===== config.mk =====
export PLATFORM = sky130hd
export DESIGN_NAME = imem_loader
export DESIGN_NICKNAME = d
export VERILOG_FILES = /design/src/rtl/imem_pkg.sv /design/src/rtl/imem_word_assembler.sv /design/src/rtl/imem_loader.sv
export SDC_FILE = /design/constraint.sdc
export NUM_CORES = 1
export LEC_CHECK = 0
export ABC_AREA = 0
export BUFFER_PORTS_ARGS = -buffer_cell sky130_fd_sc_hd__buf_2
export CAP_MARGIN = 20
export CELL_PAD_IN_SITES_DETAIL_PLACEMENT = 1
export CELL_PAD_IN_SITES_GLOBAL_PLACEMENT = 1
export CORE_UTILIZATION = 35
export CTS_CLUSTER_SIZE = 14
export DETAILED_ROUTE_END_ITERATION = 8
export HOLD_SLACK_MARGIN = 0.15
export PLACE_DENSITY = 0.7
export SYNTH_ARGS = -nofsm -noshare
export SYNTH_HDL_FRONTEND = slang
export SYNTH_SLANG_ARGS = --single-unit

===== constraint.sdc =====
create_clock -name clk -period 10.95 [get_ports clk]
set_input_delay 1.6425 -clock clk [delete_from_list [all_inputs] [get_ports clk]]
set_output_delay 1.6425 -clock clk [all_outputs]
set_load 0.02 [all_outputs]

===== src/rtl/imem_pkg.sv =====
// Shared definitions for the instruction-memory loader: loader state encoding,
// instruction width and the all-zero NOOP word.
package imem_pkg;

    localparam int INSTR_W = 32;
    localparam logic [INSTR_W-1:0] NOOP = 32'h0000_0000;

    typedef enum logic [2:0] {
        IDLE,
        HDR_HI,
        HDR_LO,
        DATA,
        WRITE,
        CHK,
        DONE,
        ERR
    } state_t;

endpackage


===== src/rtl/imem_word_assembler.sv =====
// Packs big-endian stream bytes into 32-bit instruction words and keeps the
// running XOR of every data byte for the trailing checksum compare.
import imem_pkg::*;

module imem_word_assembler (
    input  logic               clk,
    input  logic               rst,
    input  logic               clr,
    input  logic               shift_en,
    input  logic               idx_clr,
    input  logic [7:0]         byte_in,
    output logic [INSTR_W-1:0] word_nxt,
    output logic [7:0]         chk,
    output logic               last_byte,
    output logic               word_ready
);

    logic [INSTR_W-1:0] word_q;
    logic [2:0]         idx_q;
    logic [7:0]         chk_q;

    // First byte of a word ends up in bits 31:24 after four shifts.
    assign word_nxt   = {word_q[INSTR_W-9:0], byte_in};
    assign chk        = chk_q;
    assign last_byte  = (idx_q == 3'd3);
    assign word_ready = (idx_q == 3'd4);

    // Shift register, byte index and checksum accumulator.
    always_ff @(posedge clk or posedge rst) begin
        if (rst) begin
            word_q <= NOOP;
            idx_q  <= 3'd0;
            chk_q  <= 8'h00;
        end else if (clr) begin
            word_q <= NOOP;
            idx_q  <= 3'd0;
            chk_q  <= 8'h00;
        end else begin
            if (idx_clr) begin
                idx_q <= 3'd0;
            end
            if (shift_en) begin
                word_q <= word_nxt;
                idx_q  <= idx_q + 3'd1;
                chk_q  <= chk_q ^ byte_in;
            end
        end
    end

endmodule


===== src/rtl/imem_loader.sv =====
// Byte-serial program loader: parses a count/data/checksum frame, writes each
// assembled instruction into the instruction RAM and holds the CPU in reset
// while a load is in progress.
import imem_pkg::*;

module imem_loader #(
    parameter int          DEPTH     = 64,
    parameter int          ADDR_W    = 32,
    parameter int unsigned BASE_ADDR = 0
) (
    input  logic               clk,
    input  logic               rst,
    input  logic               start,
    input  logic               in_valid,
    input  logic [7:0]         in_data,
    output logic               in_ready,
    output logic               wr_en,
    output logic [ADDR_W-1:0]  wr_addr,
    output logic [INSTR_W-1:0] wr_data,
    output logic               busy,
    output logic               cpu_hold,
    output logic               done,
    output logic               error
);

    state_t             state_q, state_d;
    logic [15:0]        cnt_q;
    logic [ADDR_W-1:0]  word_idx_q;
    logic [ADDR_W-1:0]  idx_inc;
    logic [ADDR_W-1:0]  wr_addr_q;
    logic [INSTR_W-1:0] wr_data_q;
    logic [15:0]        hdr_cnt;

    logic               asm_clr;
    logic               shift_en;
    logic               idx_clr;
    logic [INSTR_W-1:0] word_nxt;
    logic [7:0]         chk;
    logic               last_byte;
    logic               word_ready;

    assign hdr_cnt  = {cnt_q[15:8], in_data};
    assign idx_inc  = word_idx_q + ADDR_W'(1);
    assign cpu_hold = busy;
    assign wr_addr  = wr_addr_q;
    assign wr_data  = wr_data_q;

    imem_word_assembler u_asm (
        .clk       (clk),
        .rst       (rst),
        .clr       (asm_clr),
        .shift_en  (shift_en),
        .idx_clr   (idx_clr),
        .byte_in   (in_data),
        .word_nxt  (word_nxt),
        .chk       (chk),
        .last_byte (last_byte),
        .word_ready(word_ready)
    );

    // Loader state register.
    always_ff @(posedge clk or posedge rst) begin
        if (rst) begin
            state_q <= IDLE;
        end else begin
            state_q <= state_d;
        end
    end

    // Next-state decode and per-state outputs; in_ready gates every byte transfer.
    always_comb begin
        state_d  = state_q;
        in_ready = 1'b0;
        busy     = 1'b1;
        wr_en    = 1'b0;
        done     = 1'b0;
        error    = 1'b0;
        asm_clr  = 1'b0;
        shift_en = 1'b0;
        idx_clr  = 1'b0;
        case (state_q)
            IDLE: begin
                busy = 1'b0;
                if (start) begin
                    state_d = HDR_HI;
                    asm_clr = 1'b1;
                end
            end
            HDR_HI: begin
                in_ready = 1'b1;
                if (in_valid) begin
                    state_d = HDR_LO;
                end
            end
            HDR_LO: begin
                in_ready = 1'b1;
                if (in_valid) begin
                    if (32'(hdr_cnt) > 32'(DEPTH)) begin
                        state_d = ERR;
                    end else if (hdr_cnt == 16'd0) begin
                        state_d = CHK;
                    end else begin
                        state_d = DATA;
                    end
                end
            end
            DATA: begin
                in_ready = 1'b1;
                if (in_valid) begin
                    shift_en = 1'b1;
                    if (last_byte) begin
                        state_d = WRITE;
                    end
                end
            end
            WRITE: begin
                wr_en   = word_ready;
                idx_clr = 1'b1;
                state_d = (idx_inc == ADDR_W'(cnt_q)) ? CHK : DATA;
            end
            CHK: begin
                in_ready = 1'b1;
                if (in_valid) begin
                    state_d = (in_data == chk) ? DONE : ERR;
                end
            end
            DONE: begin
                busy = 1'b0;
                done = 1'b1;
                if (start) begin
                    state_d = HDR_HI;
                    asm_clr = 1'b1;
                end
            end
            ERR: begin
                busy  = 1'b0;
                error = 1'b1;
                if (start) begin
                    state_d = HDR_HI;
                    asm_clr = 1'b1;
                end
            end
            default: begin
                busy    = 1'b0;
                state_d = IDLE;
            end
        endcase
    end

    // Frame count, word index and the write-port address/data holding registers.
    always_ff @(posedge clk or posedge rst) begin
        if (rst) begin
            cnt_q      <= 16'd0;
            word_idx_q <= '0;
            wr_addr_q  <= '0;
            wr_data_q  <= NOOP;
        end else if (asm_clr) begin
            cnt_q      <= 16'd0;
            word_idx_q <= '0;
        end else begin
            if (state_q == HDR_HI && in_valid) begin
                cnt_q[15:8] <= in_data;
            end
            if (state_q == HDR_LO && in_valid) begin
                cnt_q[7:0] <= in_data;
            end
            if (shift_en && last_byte) begin
                wr_data_q <= word_nxt;
                wr_addr_q <= ADDR_W'(BASE_ADDR) + word_idx_q;
            end
            if (state_q == WRITE) begin
                word_idx_q <= idx_inc;
            end
        end
    end

endmodule


==> impl_metrics.json, run 1 <==
{
  "cts.hold.buffers_added": 0,
  "netlist_instances": 731,
  "syn-cell-area_um2": 7440,
  "layout.nets": 801,
  "met3_length_um": 574,
  "finalClockSkew_ns": 0.00908,
  "start_kind": "flop",
  "synth.net_count": 747,
  "io_buffer_count": 81,
  "timing.setup.tns_ns": 0,
  "vdd_ir_max_mv": 0.117,
  "cts_root_buffer": "sky130_fd_sc_hd__clkbuf_16",
  "worst_setup_path_startpoint": "state_q[2]$_DFFE_PP0P_",
  "floorplan.core_area_um2": 20600,
  "clock_sink_count": 150,
  "hold_viol": 0,
  "worstHoldPathCells": 2,
  "worst_r2r_endpoint": "state_q[1]$_DFFE_PP0P_",
  "cts.htree.levels": 4,
  "critical_path_required_ns": 9.31,
  "cts_resized": 0,
  "tritoncts": "yes",
  "path_max_fanout": 11,
  "total_leakage_power_nw": 4.12,
  "overflow": 0,
  "synth_top_cell_by_area": "sky130_fd_sc_hd__dfrtp_1",
  "clk_pin_slew_worst_paths_ns": 0.06,
  "hold_path.startpoint": "wr_addr[5]$_DFFE_PP0P_",
  "worstMarginPinSlew_ns": 0.947,
  "post_synth_main_area_contributors": "sky130_fd_sc_hd__dfrtp_1 50%, sky130_fd_sc_hd__mux2_2 9.2%, sky130_fd_sc_hd__nand2_1 4.5%",
  "clkLatencyLatePin_ns": 0.43,
  "whs_endpoint": "wr_addr[5]$_DFFE_PP0P_",
  "wire_per_inst_um": 18.5,
  "report.power.total_mw": 1.76,
  "met2_length_um": 9580,
  "r2r_start": "word_idx_q[0]$_DFFE_PP0P_",
  "wl_met1_um": 9340,
  "cts.repair_timing.setup_buffer_count": 0,
  "detail_route.first_pass.iterations": 4,
  "synth_flop_cell": "sky130_fd_sc_hd__dfrtp_1",
  "numCtsBuffers": 17,
  "grt_antenna_before_repair": 0,
  "synth-async-reset-ratio_pct": 100,
  "die_y_um": 148,
  "worstSetupPathType": "flop to output port",
  "number_of_nets_with_antenna_violations_after_routing": 0,
  "hold_path_class": "flop to flop",
  "cts_max_path_buffers": 2,
  "drt_first_iter_violations": 291,
  "final_core_util_pct": 41.8,
  "finalSetupViolations": 0,
  "ys_ff_latch": 150,
  "max_cap_viol_count": 0,
  "post_detailed_route_drc_marker_count": 0,
  "route.top_layer_used": "met4",
  "synth_sequential_area_ratio_pct": 50.4,
  "synth_top_area_share_pct": 50.4,
  "grt_setup_unrepaired": "no",
  "post_route_cells_drive_above_1_share_pct": 25.0,
  "layout.filler_cells": 2340,
  "final_worst_path_cycle_share_pct": 34.1,
  "grt_max_degree": 79,
  "timing.final.crit_period_ns": 3.74,
  "groute.usage.overall_pct": 19.2,
  "route.detailed.vias_per_inst": 5.39,
  "initial_utilization_pct": 36.2,
  "layout-area-overhead-vs-synth_pct": 15.6,
  "power-per-cell-area_nw_per_um2": 205,
  "top_level_ports": 82,
  "die_area_um2": 21900,
  "gp_congestion": 0.809,
  "max_freq_mhz": 268,
  "grt_pass1_wl_um": 32600,
  "ys.warnings.count": 0,
  "cp.arrival_ns": 2.09,
  "num_vias": 5743,
  "synth_cell_type_count": 61,
  "dp.final_hpwl_um": 13100,
  "synth-edff-count": 0,
  "rows": 52,
  "area_of_all_placed_cells_without_fillers_um2": 8600,
  "outcome": "finished, final reports clean",
  "timing.final.max_slew_violations": 0,
  "number_of_global_route_vias_before_repair": 6028,
  "crit_path_end_kind": "output port",
  "rr_worst_depth": 9,
  "drt_wl_total_um": 19700,
  "post_synth.cell_area_avg_um2": 10.2,
  "detailed_place.area_um2": 7940,
  "antenna_cells": 0,
  "relSlewSlack_pct": 36.5,
  "die_width_um": 148,
  "r2r_setup_slack_ns": 7.74
}
[sequential cells by signal (all words and copies together) (netlist names)]
register,count
wr_addr,32
u_asm.chk,8
wr_data,32
u_asm.word_q,24
u_asm.idx_q,3
cnt_q,16
state_q,3
word_idx_q,32
[worst max path at each step]
stage	end	cells past startpoint	slack, ns
after CTS	cpu_hold	3	7.21
after detailed placement	wr_addr[13]$_DFFE_PP0P_	6	7.40
after floorplan	cnt_q[0]$_DFFE_PP0P_	1	5.27
final	cpu_hold	3	7.21
after global routing	cpu_hold	3	7.08
after global placement	wr_addr[18]$_DFFE_PP0P_	6	7.43
[worst max-delay path, stage by stage, from the launching register on]
cell and delay, ns:
sky130_fd_sc_hd__dfrtp_1 0.55, sky130_fd_sc_hd__inv_1 0.19, sky130_fd_sc_hd__a21boi_0 0.62, sky130_fd_sc_hd__buf_2 0.31
[metal layers]
metal | GRT usage, % | up-vias
li1 | - | 2688
met2 | 31.7 | 103
met5 | 0 | -
met1 | 25.4 | 2937
met3 | 3.64 | 15
met4 | 5.98 | 0
[power by group]
| part | internal, mW | switching [mW] | total [mW] |
|---|---|---|---|
| clock | 0.386 | 0.238 | 0.624 |
| sequential | 0.640 | 0.0856 | 0.726 |
| combinational | 0.153 | 0.257 | 0.410 |
| total | 1.18 | 0.580 | 1.76 |
[placed cells by master, fill, tap and decap left out, drive strengths merged, types with 15 or more instances in the layout]
cell      n
dfrtp   150
nand2    90
buf      90
o21ai    66
mux2     61
nor2     49
nand3    38
xnor2    28
nand4    23
a21oi    21
clkbuf   20
mux2i    17
inv      15
[logic make-up (layout without fill, tap and decap cells)]
family          after synthesis  in the layout  share of synthesized area [%]
compound gates              127            127                           10.0
xor+xnor                     41             41                           4.83
fa+ha+maj                     4              4                          0.673
buf+inv                      69            134                           5.09
flops                       150            150                           50.4
mux                          78             78                           11.5
simple gates                262            262                           17.4
[per-stage QoR]
stage | hold WS (ns) | cells | setup WS [ns]
after floorplan | 0.457 | 731 | 5.27
after global placement | 0.464 | 1033 | 7.43
after detailed placement | 0.480 | 1033 | 7.40
after CTS | 0.495 | 1063 | 7.21
after global routing | 0.519 | 1066 | 7.08
final | 0.488 | 1066 | 7.21
[cell usage after synthesis, drive strengths merged, types with 17 or more instances]
cell type,n
nand4,23
o21ai,66
clkbuf,30
buf,25
mux2i,17
mux2,61
nor2,49
a21oi,21
nand3,38
xnor2,28
dfrtp,150
nand2,90
[cell type report]
cell class              count  area [um2]  share of cell area, %
flip-flops and latches    150        3750                   43.6
inverters                  13        53.8                  0.626
clock inverters            11         174                   2.02
clock buffers              19         443                   5.15
repair buffers             91         505                   5.88
well taps                 270         338                   3.93
multi-input cells         512        3330                   38.7
(Power assumes the default switching activity.)
==> inputs of run 2 (changes only) <==
==> constraint.sdc (replaced) <==
create_clock -name clk -period 3.9 [get_ports clk]
set_input_delay 0.585 -clock clk [delete_from_list [all_inputs] [get_ports clk]]
set_output_delay 0.585 -clock clk [all_outputs]
set_load 0.02 [all_outputs]
==> run 2 against run 1 <==
Critical path depth is 5 higher. Total power increased to 2.8 times the previous value. Register-to-register slack lost 6.8 ns. Combinational power grew to 2.8 times the previous value. Sequential power rose to 2.8 times the previous value. Critical path type is now flop to flop. Setup slack got worse by 6.2 ns. Non-clock buffer count increased by 1.
==> impl_metrics.json, run 2 (synthesis gave the netlist of run 1 again) <==
{
  "io_buffer_count": 81,
  "grt_pass1_wl_um": 33200,
  "finalSetupViolations": 0,
  "multiInputGateArea_um2": 3320,
  "layout.filler_cells": 2356,
  "top_level_ports": 82,
  "cts_root_buffer": "sky130_fd_sc_hd__clkbuf_16",
  "finalClockSkew_ns": 0.0108,
  "timing.hold.ws_ns": 0.273,
  "route.top_layer_used": "met4",
  "path_max_fanout": 7,
  "route.detailed.vias_per_inst": 5.33,
  "dp.final_hpwl_um": 13400,
  "layout.nets": 802,
  "total_leakage_power_nw": 4.11,
  "hold_viol": 0,
  "worstMarginPinSlew_ns": 0.926,
  "cp_slowest_cell": "sky130_fd_sc_hd__nor4_1",
  "numCtsBuffers": 17,
  "clk_pin_slew_worst_paths_ns": 0.07,
  "worstSetupPathType": "flop to flop",
  "timing.setup.tns_ns": 0,
  "mostFrequentLayoutCell": "sky130_fd_sc_hd__dfrtp_1",
  "max_freq_mhz": 341,
  "gp_congestion": 0.831,
  "drt_first_iter_violations": 282,
  "post_route_cells_drive_above_1_share_pct": 25.2,
  "crit_path_end_kind": "flop",
  "max_stage_delay_ns": 0.77,
  "final_worst_path_cycle_share_pct": 75.2,
  "vdd_ir_max_mv": 0.287,
  "wl_met1_um": 9440,
  "timing.final.crit_period_ns": 2.93,
  "floorplan.core_area_um2": 20600,
  "cp.arrival_ns": 3.24,
  "relSlewSlack_pct": 38.1,
  "groute.usage.overall_pct": 19.5,
  "wire_per_inst_um": 18.5,
  "cell_family_with_the_largest_share_of_critical_path_delay": "simple AND/OR/NAND/NOR gates",
  "met3_length_um": 670,
  "grt_antenna_before_repair": 0,
  "number_of_global_route_vias_before_repair": 5999,
  "layout-area-overhead-vs-synth_pct": 15.1,
  "start_kind": "flop",
  "num_vias": 5688,
  "area_of_all_placed_cells_without_fillers_um2": 8570,
  "cts_max_path_buffers": 2,
  "power-per-cell-area_nw_per_um2": 567,
  "clock_sink_count": 150,
  "hold_path_class": "input port to asynchronous set/reset pin",
  "detailed_place.area_um2": 7980,
  "met2_length_um": 9410,
  "die_y_um": 148,
  "post_detailed_route_drc_marker_count": 0,
  "cts.htree.levels": 4,
  "max_cap_viol_count": 0,
  "cts.repair_timing.setup_buffer_count": 0,
  "rows": 52,
  "die_area_um2": 21900,
  "cp.buffers_inverters": 0,
  "critical_path_required_ns": 4.21,
  "cts_resized": 0,
  "initial_utilization_pct": 36.2,
  "cts.hold.buffers_added": 0,
  "grt_setup_unrepaired": "no",
  "die_width_um": 148,
  "overflow": 0,
  "crit_path_cell_trace": "ha_1, nand3_1, nor4_1, and3_1, a31o_2, nand4_1, nor4_2, o21ai_0",
  "layout.cells.most_common_list": "150 x sky130_fd_sc_hd__dfrtp_1, 89 x sky130_fd_sc_hd__nand2_1, 81 x sky130_fd_sc_hd__buf_2, 66 x sky130_fd_sc_hd__o21ai_0, 61 x sky130_fd_sc_hd__mux2_2",
  "detail_route.first_pass.iterations": 4,
  "clkLatencyLatePin_ns": 0.43,
  "outcome": "finished, final reports clean",
  "number_of_nets_with_antenna_violations_after_routing": 0,
  "grt_max_degree": 109,
  "seqCellArea_um2": 3750,
  "antenna_cells": 0,
  "drt_wl_total_um": 19800,
  "timing.final.max_slew_violations": 0,
  "tritoncts": "yes"
}
-- run 2: worst reg2reg max path: cells and delay by family, from the launching register on --
family          cells  cell delay (ns)
compound gates      2             0.30
flops               1             0.46
simple gates        5             1.76
fa+ha+maj           1             0.30
-- run 2: stage by stage --
stage,utilization [%],std cells,worst slack (ns),power [mW]
after floorplan,-,731,1.43,2.84
after global placement,38.8,1037,1.10,3.18
after detailed placement,38.8,1037,0.990,3.22
after CTS,41.7,1068,1.00,4.90
after global routing,41.7,1068,0.718,5.14
final,41.7,1068,0.968,4.85
-- run 2: area by class of cell --
class	instances	area share (%)
repair buffers	92	5.99
multi-input cells	512	38.8
well taps	270	3.94
inverters	13	0.613
flip-flops and latches	150	43.8
clock buffers	18	5.13
clock inverters	13	1.72
-- run 2: path summary, 6_finish.rpt --
check | endpoint | start | cells past startpoint | slack [ns]
max | state_q[1]$_DFFE_PP0P_ | word_idx_q[0]$_DFFE_PP0P_ | 8 | 0.97
max in group asynchronous | word_idx_q[17]$_DFFE_PP0P_ | rst | 3 | 3.10
max reg2reg | state_q[1]$_DFFE_PP0P_ | word_idx_q[0]$_DFFE_PP0P_ | 8 | 0.97
min in group clk | wr_addr[14]$_DFFE_PP0P_ | wr_addr[14]$_DFFE_PP0P_ | 2 | 0.48
min reg2reg | wr_addr[14]$_DFFE_PP0P_ | wr_addr[14]$_DFFE_PP0P_ | 2 | 0.48
min | wr_addr[1]$_DFFE_PP0P_ | rst | 3 | 0.27
-- run 2: power breakdown --
part | total (mW) | switching (mW) | internal (mW)
clock | 1.65 | 0.686 | 0.966
sequential | 2.06 | 0.259 | 1.80
combinational | 1.15 | 0.721 | 0.425
total | 4.85 | 1.67 | 3.19
-- run 2: layer usage --
| metal | track usage [%] | vias up |
|---|---|---|
| li1 | - | 2687 |
| met1 | 26.7 | 2891 |
| met2 | 31.1 | 93 |
| met3 | 4.26 | 17 |
| met4 | 5.10 | 0 |
| met5 | 0 | - |
==> inputs of run 3 (changes only) <==
--- a/config.mk
+++ b/config.mk
@@ -14,7 +14,7 @@
 export CTS_CLUSTER_SIZE = 14
 export DETAILED_ROUTE_END_ITERATION = 8
 export HOLD_SLACK_MARGIN = 0.15
-export PLACE_DENSITY = 0.7
+export PLACE_DENSITY = 0.73
 export SYNTH_ARGS = -nofsm -noshare
 export SYNTH_HDL_FRONTEND = slang
 export SYNTH_SLANG_ARGS = --single-unit
==> constraint.sdc (replaced) <==
create_clock -name clk -period 2.6 [get_ports clk]
set_input_delay 0.39 -clock clk [delete_from_list [all_inputs] [get_ports clk]]
set_output_delay 0.39 -clock clk [all_outputs]
set_load 0.02 [all_outputs]
==> run 3 against run 2 <==
Global-route usage is 0.66 points higher. Critical path depth is 1 lower. Sequential share of layout area is 2.1 points lower. Combinational power is 63% higher. Final cell count is 4.5% higher. Clock power is 57% higher. Design area is 5.2% higher. Via count is 5.8% higher. Critical endpoint unchanged.
==> impl_metrics.json, run 3 (synthesis gave the netlist of run 1 again) <==
{
  "groute.usage.overall_pct": 20.2,
  "cp.arrival_ns": 2.84,
  "worstSetupPathType": "flop to flop",
  "critical_path_required_ns": 2.90,
  "tritoncts": "yes",
  "drt_first_iter_violations": 294,
  "max_cap_viol_count": 0,
  "die_width_um": 148,
  "cts.htree.levels": 4,
  "grt.met3_usage_pct": 4.01,
  "layout.nets": 848,
  "power-per-cell-area_nw_per_um2": 834,
  "detail_route.first_pass.iterations": 5,
  "wire_per_inst_um": 18.7,
  "grt_busiest_layer": "met2",
  "overflow": 0,
  "rows": 52,
  "outcome": "finished, final reports clean",
  "crit_path_end_kind": "flop",
  "finalClockSkew_ns": 0.0110,
  "drt_wl_total_um": 20900,
  "path_max_fanout": 6,
  "cts_max_path_buffers": 2,
  "clk_pin_slew_worst_paths_ns": 0.07,
  "dp.final_hpwl_um": 14800,
  "numCtsBuffers": 17,
  "clock_sink_count": 150,
  "cts.repair_timing.setup_buffer_count": 0,
  "io_buffer_count": 81,
  "die_area_um2": 21900,
  "floorplan.core_area_um2": 20600,
  "die_y_um": 148,
  "final_cells": 1116,
  "post_route_cells_drive_above_1_share_pct": 30.2,
  "max_freq_mhz": 394,
  "worstMarginPinSlew_ns": 0.635,
  "hold_viol": 0,
  "total_leakage_power_nw": 4.36,
  "layout-area-overhead-vs-synth_pct": 21.1,
  "timing.setup.tns_ns": 0,
  "finalSetupViolations": 0,
  "grt_setup_unrepaired": "yes",
  "mostFrequentLayoutCell": "sky130_fd_sc_hd__dfrtp_1",
  "cts_root_buffer": "sky130_fd_sc_hd__clkbuf_16",
  "grtUsageMet1_pct": 26.0,
  "num_vias": 6019,
  "number_of_cells_after_detailed_placement": 1082,
  "clkLatencyLatePin_ns": 0.43,
  "number_of_global_route_vias_before_repair": 6400,
  "grt_pass1_wl_um": 34600,
  "final_worst_path_cycle_share_pct": 97.6,
  "timing.final.crit_period_ns": 2.54,
  "initial_utilization_pct": 36.2,
  "post_detailed_route_drc_marker_count": 0,
  "grt_antenna_before_repair": 1,
  "top_level_ports": 82,
  "grt_met2_use_pct": 34.1,
  "grt_max_degree": 63,
  "route.detailed.vias_per_inst": 5.39,
  "start_kind": "flop",
  "hold_path_class": "input port to flop",
  "gp_congestion": 0.894,
  "number_of_nets_with_antenna_violations_after_routing": 0,
  "relSlewSlack_pct": 57.6,
  "vdd_ir_max_mv": 0.523,
  "layout.cells.most_common_list": "148 x sky130_fd_sc_hd__dfrtp_1, 89 x sky130_fd_sc_hd__nand2_1, 81 x sky130_fd_sc_hd__buf_2, 66 x sky130_fd_sc_hd__o21ai_0, 61 x sky130_fd_sc_hd__mux2_2",
  "timing.final.max_slew_violations": 0
}
## run 3: cell types whose count changed in the layout (fill, tap and decap cells not counted), sizes merged
cell,delta
buf,+45
clkinvlp,+1
dlygate4sd3,+1
inv,+4
clkinv,-4
diode,+1
## run 3: final timing paths
path / from / endpoint / slack (ns) / depth (start not counted)
worst max-delay path: word_idx_q[3]$_DFFE_PP0P_ / state_q[1]$_DFFE_PP0P_ / 0.06 / 7
worst min-delay path: in_data[3] / u_asm.word_q[3]$_DFFE_PP0P_ / 0.31 / 3
worst max register to register: word_idx_q[3]$_DFFE_PP0P_ / state_q[1]$_DFFE_PP0P_ / 0.06 / 7
worst min register to register: wr_addr[5]$_DFFE_PP0P_ / wr_addr[5]$_DFFE_PP0P_ / 0.49 / 2
max in group asynchronous: rst / wr_addr[15]$_DFFE_PP0P_ / 1.28 / 4
min in group asynchronous: rst / wr_addr[0]$_DFFE_PP0P_ / 0.58 / 3
## run 3: what timing repair did
item                                    in CTS  in global routing
hold buffers                                 1                  0
resized for setup                            0                  8
hold endpoints to repair                    22                  0
endpoints found under the setup margin       0                  3
## run 3: cell type report
class,instances,area (um2)
antenna,1,2.50
clock buffer,18,439
clock inverter,14,179
fill,2352,11500
inverter,13,52.6
multi-input combinational,512,3360
sequential,150,3760
tap,270,338
timing repair buffer,138,886
## run 3: power by group
part	switching [mW]	total [mW]	internal, mW
registers	0.365	3.06	2.70
logic	1.15	1.87	0.719
clock network	1.10	2.59	1.48
## run 3: critical path, cell delays in order, from the launching register on
cell and delay [ns]:
sky130_fd_sc_hd__dfrtp_1 0.50, sky130_fd_sc_hd__nand4_4 0.13, sky130_fd_sc_hd__or4_4 0.57, sky130_fd_sc_hd__or3_1 0.38, sky130_fd_sc_hd__a22oi_1 0.19, sky130_fd_sc_hd__nand4_1 0.15
sky130_fd_sc_hd__nor4_2 0.37, sky130_fd_sc_hd__o21ai_0 0.12
## run 3: metal layers
metal	up-vias	part of all wire, %
met1	3115	45
met5	-	0
met4	0	1.4
met2	102	50
li1	2782	-
met3	20	3.3
## run 3: metrics by stage
step	hold WS [ns]	setup slack (ns)	area (um2)	utilization, %	power (mW)
floorplan	0.457	0.166	7450	-	4.26
global placement	0.465	0.137	8340	40.6	4.87
detailed placement	0.483	0.0411	8340	40.6	4.96
CTS	0.301	0.0561	8970	43.6	7.58
global route	0.320	-0.0334	9010	43.8	7.90
finish	0.312	0.0632	9010	43.8	7.52
